<file path="src/rtl/counter4_checker_pkg.sv">
// Shared types and constants for the 4-bit triangle-sequence checker.
package counter4_chk_pkg;

  typedef enum logic [1:0] {
    IDLE  = 2'd0,
    ACQ   = 2'd1,
    TRACK = 2'd2
  } state_e;

  localparam logic [3:0] CNT_MAX      = 4'hF;
  localparam logic [3:0] CNT_MIN      = 4'h0;
  localparam int         LOCK_LEN_DEF = 4;

endpackage

</file>
<file path="src/rtl/counter4_checker_next.sv">
// Expected-next value of the triangle sequence: one step from prev in dir,
// with a one-sample dwell at each endpoint where the direction flips.
module counter4_next
  import counter4_chk_pkg::*;
(
  input  logic [3:0] prev_i,
  input  logic       dir_i,
  output logic [3:0] exp_o,
  output logic       dir_next_o
);

  // Endpoints repeat once and reverse; otherwise step by one.
  always_comb begin
    exp_o      = prev_i;
    dir_next_o = dir_i;
    if (dir_i) begin
      if (prev_i == CNT_MAX) dir_next_o = 1'b0;
      else                   exp_o      = prev_i + 4'd1;
    end else begin
      if (prev_i == CNT_MIN) dir_next_o = 1'b1;
      else                   exp_o      = prev_i - 4'd1;
    end
  end

endmodule

</file>
<file path="config.mk">
export PLATFORM = sky130hd
export DESIGN_NAME = counter4_next
export DESIGN_NICKNAME = d
export VERILOG_FILES = /design/src/rtl/counter4_checker_pkg.sv /design/src/rtl/counter4_checker_next.sv
export SDC_FILE = /design/constraint.sdc
export NUM_CORES = 1
export LEC_CHECK = 0
export ABC_AREA = 0
export BUFFER_PORTS_ARGS = -buffer_cell sky130_fd_sc_hd__buf_2
export CORE_AREA = 2 2 39 41
export DETAILED_ROUTE_END_ITERATION = 8
export DIE_AREA = 0 0 41 43
export SETUP_SLACK_MARGIN = 0.1
export SYNTH_ARGS = -nofsm -noshare
export SYNTH_HDL_FRONTEND = slang
export SYNTH_SLANG_ARGS = --single-unit
</file>
<file path="constraint.sdc">
create_clock -name vclk -period 2.4
set_input_delay 0.12 -clock vclk [all_inputs]
set_output_delay 0.12 -clock vclk [all_outputs]
set_load 0.03 [all_outputs]
</file>
# ---- Word level (Yosys, flattened, before mapping)
# Cells that the tools add are included.
dict set report word_totals {
  out_inout_bits 5
  word_cells 10
  regBits 0
}
dict set report classes {
  add_sub_neg 2
  n_eq_ne 1
  n_mux 6
  reduce_logical 1
}
# operator count
set ops {}
lappend ops {{$mux W4} 3}
lappend ops {{$add A4 B1 Y4 const B} 1}
lappend ops {{$eq A4 B4 Y1 const B} 1}
lappend ops {{$logic_not A4 Y1} 1}
lappend ops {{$sub A4 B1 Y4 const B} 1}
lappend ops {{$mux W1} 3}

# ---- Logic depth before layout (Yosys ltp)
# Gate-level depths: netlist (run 1).
dict set report logic_depth {
  word_depth 3
  mapped_depth 5
  depth_no_buf 5
}

# ---- Worst setup path after synthesis (run 1)
# No wires, ideal clock.
dict set report synth_timing {
  path_kind {input -> output}
  start {in prev_i[0]}
  end {out exp_o[2]}
  stages 4
  t_arrival_ps 1357
  n_path_buf 0
  path_slack_ps 923
  required_time_ps 2280
  path_cell_list {ha_1 nand3_1 o21ai_0 a221oi_1}
}
dict set report synth_via {
  elab_chain_len 3
}
# element line_no
set synth_rtl {}
lappend synth_rtl {{start, declared} counter4_checker_next.sv:6} ;# input logic [3:0] prev_i,
lappend synth_rtl {{$sub A4 B1 Y4 (tied with other cells)} counter4_checker_next.sv:21} ;# else exp_o = prev_i - 4'd1;
lappend synth_rtl {{$mux W4, on equally long branches} {counter4_checker_next.sv:20, counter4_checker_next.sv:17}}
lappend synth_rtl {{$mux W4 *} counter4_checker_next.sv:16} ;# if (dir_i) begin
lappend synth_rtl {{end, declared} counter4_checker_next.sv:8} ;# output logic [3:0] exp_o,
# Mark *: on every way between the ends. The rest lies on a longest branch, timed or not.

# ---- Worst setup path after layout (run 1)
dict set report layout_timing {
  start {in prev_i[0]}
  end {out exp_o[0]}
}
# Same word-level chain as after synthesis.

==> results.txt, run 1 <==
* Number of global-route vias before repair: 168
* Row count: 14
- For the worst setup path, the data arrival time is 1.40 ns.
- Kind of start point of the critical path: input pin
* Worst hold-check path type: input pin to primary output
- Final std cells w/o fill: 56
- Global routing consumed, on the met3 layer, 0% of the routing resources.
- Initial cell density of the core: 16.2%
- Static leakage: 0.127 nW
- After detailed routing, the total wire length is 525 um.
* Slew at the pin with the worst max-slew slack: 0.231 ns
* Number of slew-limit violations in the final report: 0
- Most frequent cells after synthesis: a21oi_1, inv_1
- Across every metal layer, demand over resource in global routing totals 5.39%.
- The critical path ends at exp_o[0].
* Area share of the leading cell type in the synthesized netlist: 11.2%
- Measured along the x axis, the die boundary spans 41 um.
- The global routing stage identified its most utilized layer as met1.
* Final Cycle Share: 63.4%
* Number of distinct standard cells referenced by the synthesized netlist: 21
- Unrepaired setup endpoints after global routing: false
- Across the run, the number of max-cap violations was 0.
- Number of nets with antenna violations after routing: 0
- Yosys warning total: 0
- For the finished layout, the period the worst path requires is 1.52 ns.
* GR met1 Demand/Resource: 9.81%
- Register Area: 0 um^2
- Combinational logic is responsible for 100.0% of the overall power.
- Kind of capture point of the worst setup path: primary output
* Met2 layer usage reported by global route: 7.19%
- First-pass detailed-route iteration total: 5
- The floorplan step set the die height to 43 um.
- Synth-to-layout area growth: 21.2%
- Flip-flop and latch count: 0
* Fraction of the yosys area taken by sequential cells: 0%
- In this run the worst setup path begins at prev_i[0].
* HPWL after DPL: 408 um
* Net switching power of the design: 0.0000391 W
* Cell internal pwr: 0.0000195 W
- Dividing the detail-routed wire length by the instance count gives 9.38 um.
* Hold bufs inserted after CTS: 0
- Instance area after placement: 272 um^2
- Of the total power, the share spent switching nets is 66.7%.
* Buffer count from post-CTS setup fixing: 0
* Crit Path Class: input pin to primary output
- Of all cell types, the one taking the most synthesized area is ha_1.
- Share of final-layout standard cells stronger than drive strength 1: 27.5%
* Gpl congestion: 0.695
- Largest fanout on the critical path: 7
- After layout, the clock buffer instance count stands at 0.
- Initial antenna violation count: 0
- Fill cells in the final layout number 162.
- Quantity of I/O buffers inserted on ports: 10
- Placed insts: 56
- Drt initial violations: 10
- Hold is met by 0.636 ns.
- For this run the aggregate overflow at the end of global routing stands at 0.
* Ant. Diodes: 0
- The flow ran to the end, and the final reports show no timing, DRC or antenna violations.
- The finished cells cover 272 um^2.
- For the final routed database, the setup TNS stands at 0 ns.
- Synthesized instance count: 32
- Mean instance size in the synthesized netlist: 7.00 um^2
* Post-cts sizing count: 0
- Fraction of power consumed by sequential logic: 0%
- Using the TritonRoute via totals, the vias-per-cell ratio works out to 4.66.
- For this run, the top clock speed supported by timing is 657 MHz.
* Final setup violation count: 0
- Measured against its own limit, the worst slew margin works out to 84.4%.
- Entering global routing, the biggest net connects 14 pins.
* Net count of the finished layout: 49
- Hold path startpoint: prev_i[0]
- Netlist area before placement: 224 um^2
- Core area: 1380 um^2
- The share of total power dissipated in the clock network is 0%.
* Worst supply voltage drop on vdd: 0.0466 mV
- Dividing total power by cell area gives a power density of 216 nW/um^2.
* Die Footprint: 1760 um^2
- At the end of the flow the core is filled with cells to 19.6%.
- Final hold viol count: 0
* Via count: 261
* Top cells by area, synth: ha_1, buf_6, a21oi_1
- The number of nets in the synthesized netlist is 39.
- After detailed routing, the number of remaining DRC violations is 0.
- Number of primary I/O pins: 10
- CP Data Required Time: 2.28 ns
- The first global-routing pass estimated 738 um of wire.
[worst max-delay path, stage by stage]
cell and delay, ns:
buf_2 0.14, inv_1 0.06, ha_1 0.20, or4b_4 0.47
nand2_1 0.09, xnor2_1 0.11, buf_2 0.21
[worst min path at each step]
stage / end / slack (ns) / cells after the start
floorplan: exp_o[3] / 0.42 / 1
global placement: exp_o[0] / 0.63 / 3
detailed placement: exp_o[0] / 0.63 / 3
CTS: exp_o[0] / 0.63 / 3
global route: exp_o[0] / 0.67 / 3
finish: exp_o[0] / 0.64 / 3
[cell type report]
cell class,count,area [um^2],area share (%)
multi-input combinational,26,186,68.7
timing repair buffer,10,50.0,18.4
tap,16,20.0,7.37
inverter,4,15.0,5.53
[placed cells by master (no fill, tap or decap)]
cell type and count:
a211oi_1 2, a21oi_1 4, a221oi_1 1, a311oi_1 1, and4_1 1, buf_2 10, ha_1 2, inv_1 4
nand2_1 2, nand2b_1 1, nand3_1 2, nand4_1 1, nor2b_1 1, nor3_1 1, nor4_1 1, o211a_1 1
o21ai_0 1, o31ai_1 1, or4_1 1, or4b_4 1, xnor2_1 1
[per-layer routing]
metal	up-vias	part of all wire, %
li1	139	-
met1	113	51
met2	9	43
met3	0	6.3
met4	0	0
met5	-	0
[cells by family (layout without fill, tap and decap cells)]
family                   count (synthesis)  after routing  share of synthesized area, %
adder cells (fa/ha/maj)                  2              2                          11.2
buffers and inverters                    6             14                          16.8
AND/OR/NAND/NOR                         12             12                          34.6
XOR/XNOR                                 1              1                          3.91
AO/OA/AOI/OAI                           11             11                          33.5
[power by group through the flow]
stage | logic (W) | registers, W | clock network [W]
after global placement | 0.0000581 | 0 | 0
after CTS | 0.0000590 | 0 | 0
after floorplan | 0.0000431 | 0 | 0
after global routing | 0.0000644 | 0 | 0
after detailed placement | 0.0000588 | 0 | 0
final | 0.0000587 | 0 | 0
[stage by stage]
stage               power [W]  worst slack [ns]
floorplan           0.0000431             0.923
global placement    0.0000581             0.869
detailed placement  0.0000588             0.891
CTS                 0.0000590             0.881
global route        0.0000644             0.813
finish              0.0000587             0.879
Note: power is estimated with default switching activity, not from simulation.
==> inputs of run 2 (changes only) <==
- clock period: 2.4 -> 1.3 ns (I/O delays scaled with it)
==> run 2 against run 1 <==
Effect of this change: global-route usage grew 2.9 points; cell count grew 13%; critical path depth is the same; first-iteration DRC count shrank 60%; worst setup slack lost 0.83 ns; final area grew 50%; utilization grew 9.8 points; critical endpoint is now exp_o[1]; largest cell class unchanged.
==> results.txt, run 2 (synthesis results as in run 1) <==
* Run status: finished clean (unchanged)
* Fraction of power consumed by sequential logic: 0% (about the same)
- The overall routed net length is 660 um (was 525 um).
* Gpl congestion: 0.689 (was 0.695)
- Slew at the pin with the worst max-slew slack: 0.288 ns (was 0.231 ns)
- The part of the power in combinational logic was 100.0% (about the same).
* Synth-to-layout area growth: 81.6% (was 21.2%)
- The startpoint-to-endpoint class of the critical path is input pin to primary output (unchanged).
- Via count: 301 (was 261)
* Proportion of power drawn by the clock network: 0% (about the same)
* Fin crit period: 1.25 ns
- The internal power is 0.0000725 W (was 0.0000195 W).
- Quantity of I/O buffers inserted on ports: 10 (unchanged)
- Static leakage: 0.178 nW (was 0.127 nW)
- The final number of hold-violating endpoints was 0 (unchanged).
- The width of the chip was 41 um (unchanged).
* Worst hold-check path type: input pin to primary output (unchanged)
- Ant. Diodes: 0 (unchanged)
- The floorplan die height was 43 um (unchanged).
- Unrepaired setup endpoints after global routing: true (was false).
- The number of maximum-capacitance constraint violations is 0 (unchanged).
- Worst supply voltage drop on vdd: 0.149 mV (was 0.0466 mV)
* Total of clock buffers placed in the layout: 0 (unchanged)
- The detailed-route DRC error count is 0 (unchanged).
* Number of primary I/O pins: 10 (unchanged)
- Initial cell density of the core: 16.2% (unchanged)
* Rel. slew slack: 80.7% (was 84.4%)
- The maximum number of pins on one net before global-route repair is 10 (was 14).
* Core area: 1380 um^2 (unchanged)
- Number of global-route vias before repair: 265 (was 168)
* Power per cell area: 391 nW/um^2 (was 216 nW/um^2)
- The sort of element at the start of the critical path was an input pin (unchanged).
* Layout Utilization: 29.4% (was 19.6%)
- The number of antenna violations at the first check in global routing is 0 (unchanged).
- The number of buffers inserted to repair setup after CTS came to 0 (unchanged).
- HPWL after DPL: 500 um (was 408 um)
* Flip-flop and latch count: 0 (unchanged)
- Sum of overflow across all layers after global routing: 0 (unchanged)
- First-pass detailed-route iteration total: 2 (was 5)
* Final Cycle Share: 95.9%
* Instance area after placement: 339 um^2 (was 272 um^2)
* CP Data Required Time: 1.24 ns (was 2.28 ns)
- The number of placement rows came to 14 (unchanged).
- The footprint of the flip-flops and latches was 0 um^2 (unchanged).
- The smallest setup slack after layout came to 0.0539 ns (was 0.879 ns).
* Wire length of the first global-routing pass: 1100 um (was 738 um)
- The net switching share of the total power was 54.4% (was 66.7%).
- Achievable frequency: 802 MHz
- The worst-case setup slack after placement was -0.0534 ns (was 0.891 ns).
- The worst-path maximum fanout is 4 (was 7).
- The layout cell share with drive strength beyond 1 came to 59.6% (was 27.5%).
* Overall track demand over capacity in global routing: 8.29% (was 5.39%)
* Net switching power of the design: 0.0000865 W (was 0.0000391 W)
* Final setup violation count: 0 (unchanged)
- Worst EP arrival: 1.18 ns (was 1.40 ns)
- The most common cell after layout, fill and taps aside is buf_4 (was buf_2).
- The floorplan die area was 1760 um^2 (unchanged).
- The kind of capture point of the worst setup path was a primary output (unchanged).
- The post-detailed-route via-to-cell ratio was 4.78 (was 4.66).
- The area of all placed cells without fillers was 407 um^2 (was 272 um^2).
- Number of nets with antenna violations after routing: 0 (unchanged)
* Drt initial violations: 4 (was 10)
* Net count of the finished layout: 56 (was 49)
- The average wire per standard cell is 10.5 um (was 9.38 um).
* Top library cells by usage in the layout, fill and taps aside: buf_4, buf_2 (was buf_2, inv_1, a21oi_1)
* Number of slew-limit violations in the final report: 0 (unchanged)
run 2: path summary, 6_finish.rpt:
| kind | depth (start not counted) | from | slack (ns) | to |
|---|---|---|---|---|
| setup / recovery | 7 | prev_i[1] | 0.05 | exp_o[1] |
| hold / removal | 3 | prev_i[0] | 0.42 | exp_o[0] |
run 2: critical path: stages:
cell and delay, ns:
buf_8 0.10, inv_4 0.05, ha_4 0.12, or4b_4 0.47, a21oi_2 0.14, nor3_2 0.05
buf_4 0.17
run 2: through the flow:
step / hold WS, ns / cells / total power (W) / setup TNS (ns)
6_report: 0.425 / 63 / 0.000159 / 0
5_1_grt: 0.446 / 63 / 0.000174 / 0
4_1_cts: 0.455 / 63 / 0.000152 / 0
3_5_place_dp: 0.492 / 63 / 0.000131 / -0.129
3_3_place_gp: 0.482 / 63 / 0.000130 / -0.0543
2_1_floorplan: 0.226 / 32 / 0.0000854 / 0
run 2: timing repair:
action | 4_1_cts | 5_1_grt
hold buffers | 0 | 0
endpoints found under the setup margin | 4 | 4
pin swaps | 4 | 1
gates resized for setup | 17 | 4
run 2: power groups by stage:
stage	logic, W	clock network (W)	registers [W]
after global placement	0.000130	0	0
after detailed placement	0.000131	0	0
final	0.000159	0	0
after floorplan	0.0000854	0	0
after CTS	0.000152	0	0
after global routing	0.000174	0	0
run 2: area by class of cell:
cell class / instances / area (um^2)
inverters: 4 / 20.0
multi-input cells: 26 / 230
fillers: 161 / 977
repair buffers: 17 / 136
well taps: 16 / 20.0
run 2: layer usage:
layer	up-vias	GRT usage, %	share of wire (%)
met5	-	0	0
met4	0	0	0
met3	0	0	4.1
met2	7	14.4	49
met1	140	11.7	47
li1	154	-	-
==> inputs of run 3 (changes only) <==
- clock period: 1.3 -> 1.11 ns (I/O delays scaled with it)
==> run 3 against run 2 <==
Effect of this change: the run now ends with negative setup slack left; cell count grew 4.8%; power is 43% higher; sequential share of layout area stayed put; count of clock-buffer cells in the layout is the same; first-iteration DRC count did not move; non-clock buffer count up 3; via count is 4.0% higher; critical path depth stayed put.
==> results.txt, run 3 (synthesis results as in run 1) <==
- Run status: finished with violations (was finished clean).
* Net count of the finished layout: 59 (was 56)
- The layout cell share with drive strength beyond 1 is 70.0% (was 59.6%).
* Number of primary I/O pins: 10 (unchanged)
* DIE HEIGHT: 43 um (unchanged)
- The number of placement rows is 14 (unchanged).
- The first-pass GRT wire length came to 1010 um (was 1100 um).
- The overflow left after global routing was 0 (unchanged).
* Worst hold-check path type: input pin to primary output (unchanged)
- The number of buffers inserted to repair setup after CTS is 0 (unchanged).
* Worst EP arrival: 1.18 ns (about the same)
- The count of fill cells added during filler insertion is 145 (was 161).
- The kind of capture point of the worst setup path was a primary output (unchanged).
- The measured slew at the worst slew-check pin is 0.246 ns (was 0.288 ns).
* Top library cells by usage in the layout, fill and taps aside: buf_4, buf_6, buf_2 (was buf_4, buf_2)
* Hold bufs inserted after CTS: 0 (unchanged)
- The number of global-route vias before repair is 240 (was 265).
- The first-pass iteration count of the detailed router was 4 (was 2).
- Gpl congestion: 0.797 (was 0.689)
* Final hold viol count: 0 (unchanged)
* Detailed Route WL: 661 um (was 660 um)
- The worst-path maximum fanout was 3 (was 4).
* Unrepaired setup endpoints after global routing: true (unchanged)
- Count of unresolved DRC violations after routing: 0 (unchanged)
- Die Footprint: 1760 um^2 (unchanged)
- Pin count of the biggest net entering global routing: 12 (was 10)
- The data required time at the worst endpoint is 1.05 ns (was 1.24 ns).
- The final sequential cell count was 0 (unchanged).
- Total of clock buffers placed in the layout: 0 (unchanged)
- Initial antenna violation count: 0 (unchanged)
- Kind of start point of the critical path: input pin (unchanged)
* Die width: 41 um (unchanged)
- Total negative slack for setup checks: -0.335 ns (was 0 ns)
- The leakage power total was 0.211 nW (was 0.178 nW).
- The startpoint-to-endpoint class of the critical path is input pin to primary output (unchanged).
- Number of nets with antenna violations after routing: 0 (unchanged)
* WL/cell: 10.0 um (was 10.5 um)
- The area of the core region came to 1380 um^2 (unchanged).
- The port buffer count came to 10 (unchanged).
- The relative area change from synthesis to final layout was 125% (was 81.6%).
- The total power divided by cell area came to 453 nW/um^2 (was 391 nW/um^2).
- The worst-case headroom to the max-slew limit came to 83.5% (was 80.7%).
* Final Cycle Share: 111%
* Fin crit period: 1.24 ns
* Hold Slack: 0.538 ns (was 0.425 ns)
- Overall track demand over capacity in global routing: 8.00% (was 8.29%)
- The worst-case setup slack after placement was -0.258 ns (was -0.0534 ns).
* Hold path startpoint: prev_i[0] (unchanged)
- Achievable frequency: 809 MHz
- The sink of the worst hold path was exp_o[0] (unchanged).
- The smallest setup slack after layout came to -0.125 ns (was 0.0539 ns).
- The final reports fail on negative setup slack.
- The initial core utilization is 16.2% (unchanged).
* Worst supply voltage drop on vdd: 0.168 mV (was 0.149 mV)
* Maximum Capacitance Violations: 0 (unchanged)
- The DRC violation total after the first TritonRoute iteration was 4 (unchanged).
* Register Area: 0 um^2 (unchanged)
- The via count of the routed design came to 313 (was 301).
- The setup violation total in the final timing report came to 4 (was 0).
- HPWL after DPL: 576 um (was 500 um)
- The post-detailed-route via-to-cell ratio is 4.74 (was 4.78).
- The most common cell after layout, fill and taps aside is buf_4 (unchanged).
- The count of final max-slew check failures was 0 (unchanged).
* Ant. Diodes: 0 (unchanged)
* Hold Path Depth: 4 (was 3)
-- run 3: cell types whose count changed in the layout (fill, tap and decap cells not counted), sizes merged --
| cell | change |
|---|---|
| buf | +3 |
-- run 3: stage by stage --
step | cell area (um^2) | util, % | total power (W) | instances
6_report | 503 | 36.3 | 0.000228 | 66
4_1_cts | 484 | 35.0 | 0.000223 | 66
3_5_place_dp | 435 | 31.5 | 0.000194 | 66
2_1_floorplan | 313 | - | 0.000122 | 32
5_1_grt | 503 | 36.3 | 0.000246 | 66
3_3_place_gp | 435 | 31.5 | 0.000192 | 66
-- run 3: what timing repair did --
action,4_1_cts,5_1_grt
resized for setup,15,4
setup endpoints to repair,5,5
pin swaps,4,3
cloned,0,0
-- run 3: metal layers --
layer  vias to the layer above  GRT usage [%]  share of wire [%]  wire length (um)
met4                         0           2.00                  0                 0
met5                         -              0                  0                 0
met3                         0          0.524                5.7                38
met1                       146           11.7                 43               287
li1                        160              -                  -                 -
met2                         7           12.2                 51               335
-- run 3: worst max path at each step --
stage	start	endpoint	slack, ns	depth (start not counted)
after floorplan	prev_i[0]	exp_o[2]	0.02	4
after global placement	prev_i[1]	exp_o[0]	-0.25	7
after detailed placement	prev_i[1]	exp_o[0]	-0.26	7
after CTS	prev_i[1]	exp_o[0]	-0.14	7
after global routing	prev_i[1]	exp_o[0]	-0.16	7
final	prev_i[1]	exp_o[0]	-0.13	7
-- run 3: final cells by class --
type | count | area (um^2) | area share (%)
Inverter | 4 | 32.5 | 6.47
Multi-Input combinational cell | 26 | 280 | 55.7
Tap cell | 16 | 20.0 | 3.98
Timing Repair Buffer | 20 | 170 | 33.8
-- run 3: critical path, cell delays in order --
cell     delay [ns]
buf_12         0.11
inv_12         0.04
ha_4           0.11
or4b_4         0.49
nand2_4        0.10
xnor2_4        0.11
buf_6          0.14
-- run 3: power breakdown --
| part | internal, W | switching (W) | total [W] | leakage (nW) |
|---|---|---|---|---|
| clock network | 0 | 0 | 0 | 0 |
| registers | 0 | 0 | 0 | 0 |
| logic | 0.000112 | 0.000116 | 0.000228 | 0.211 |
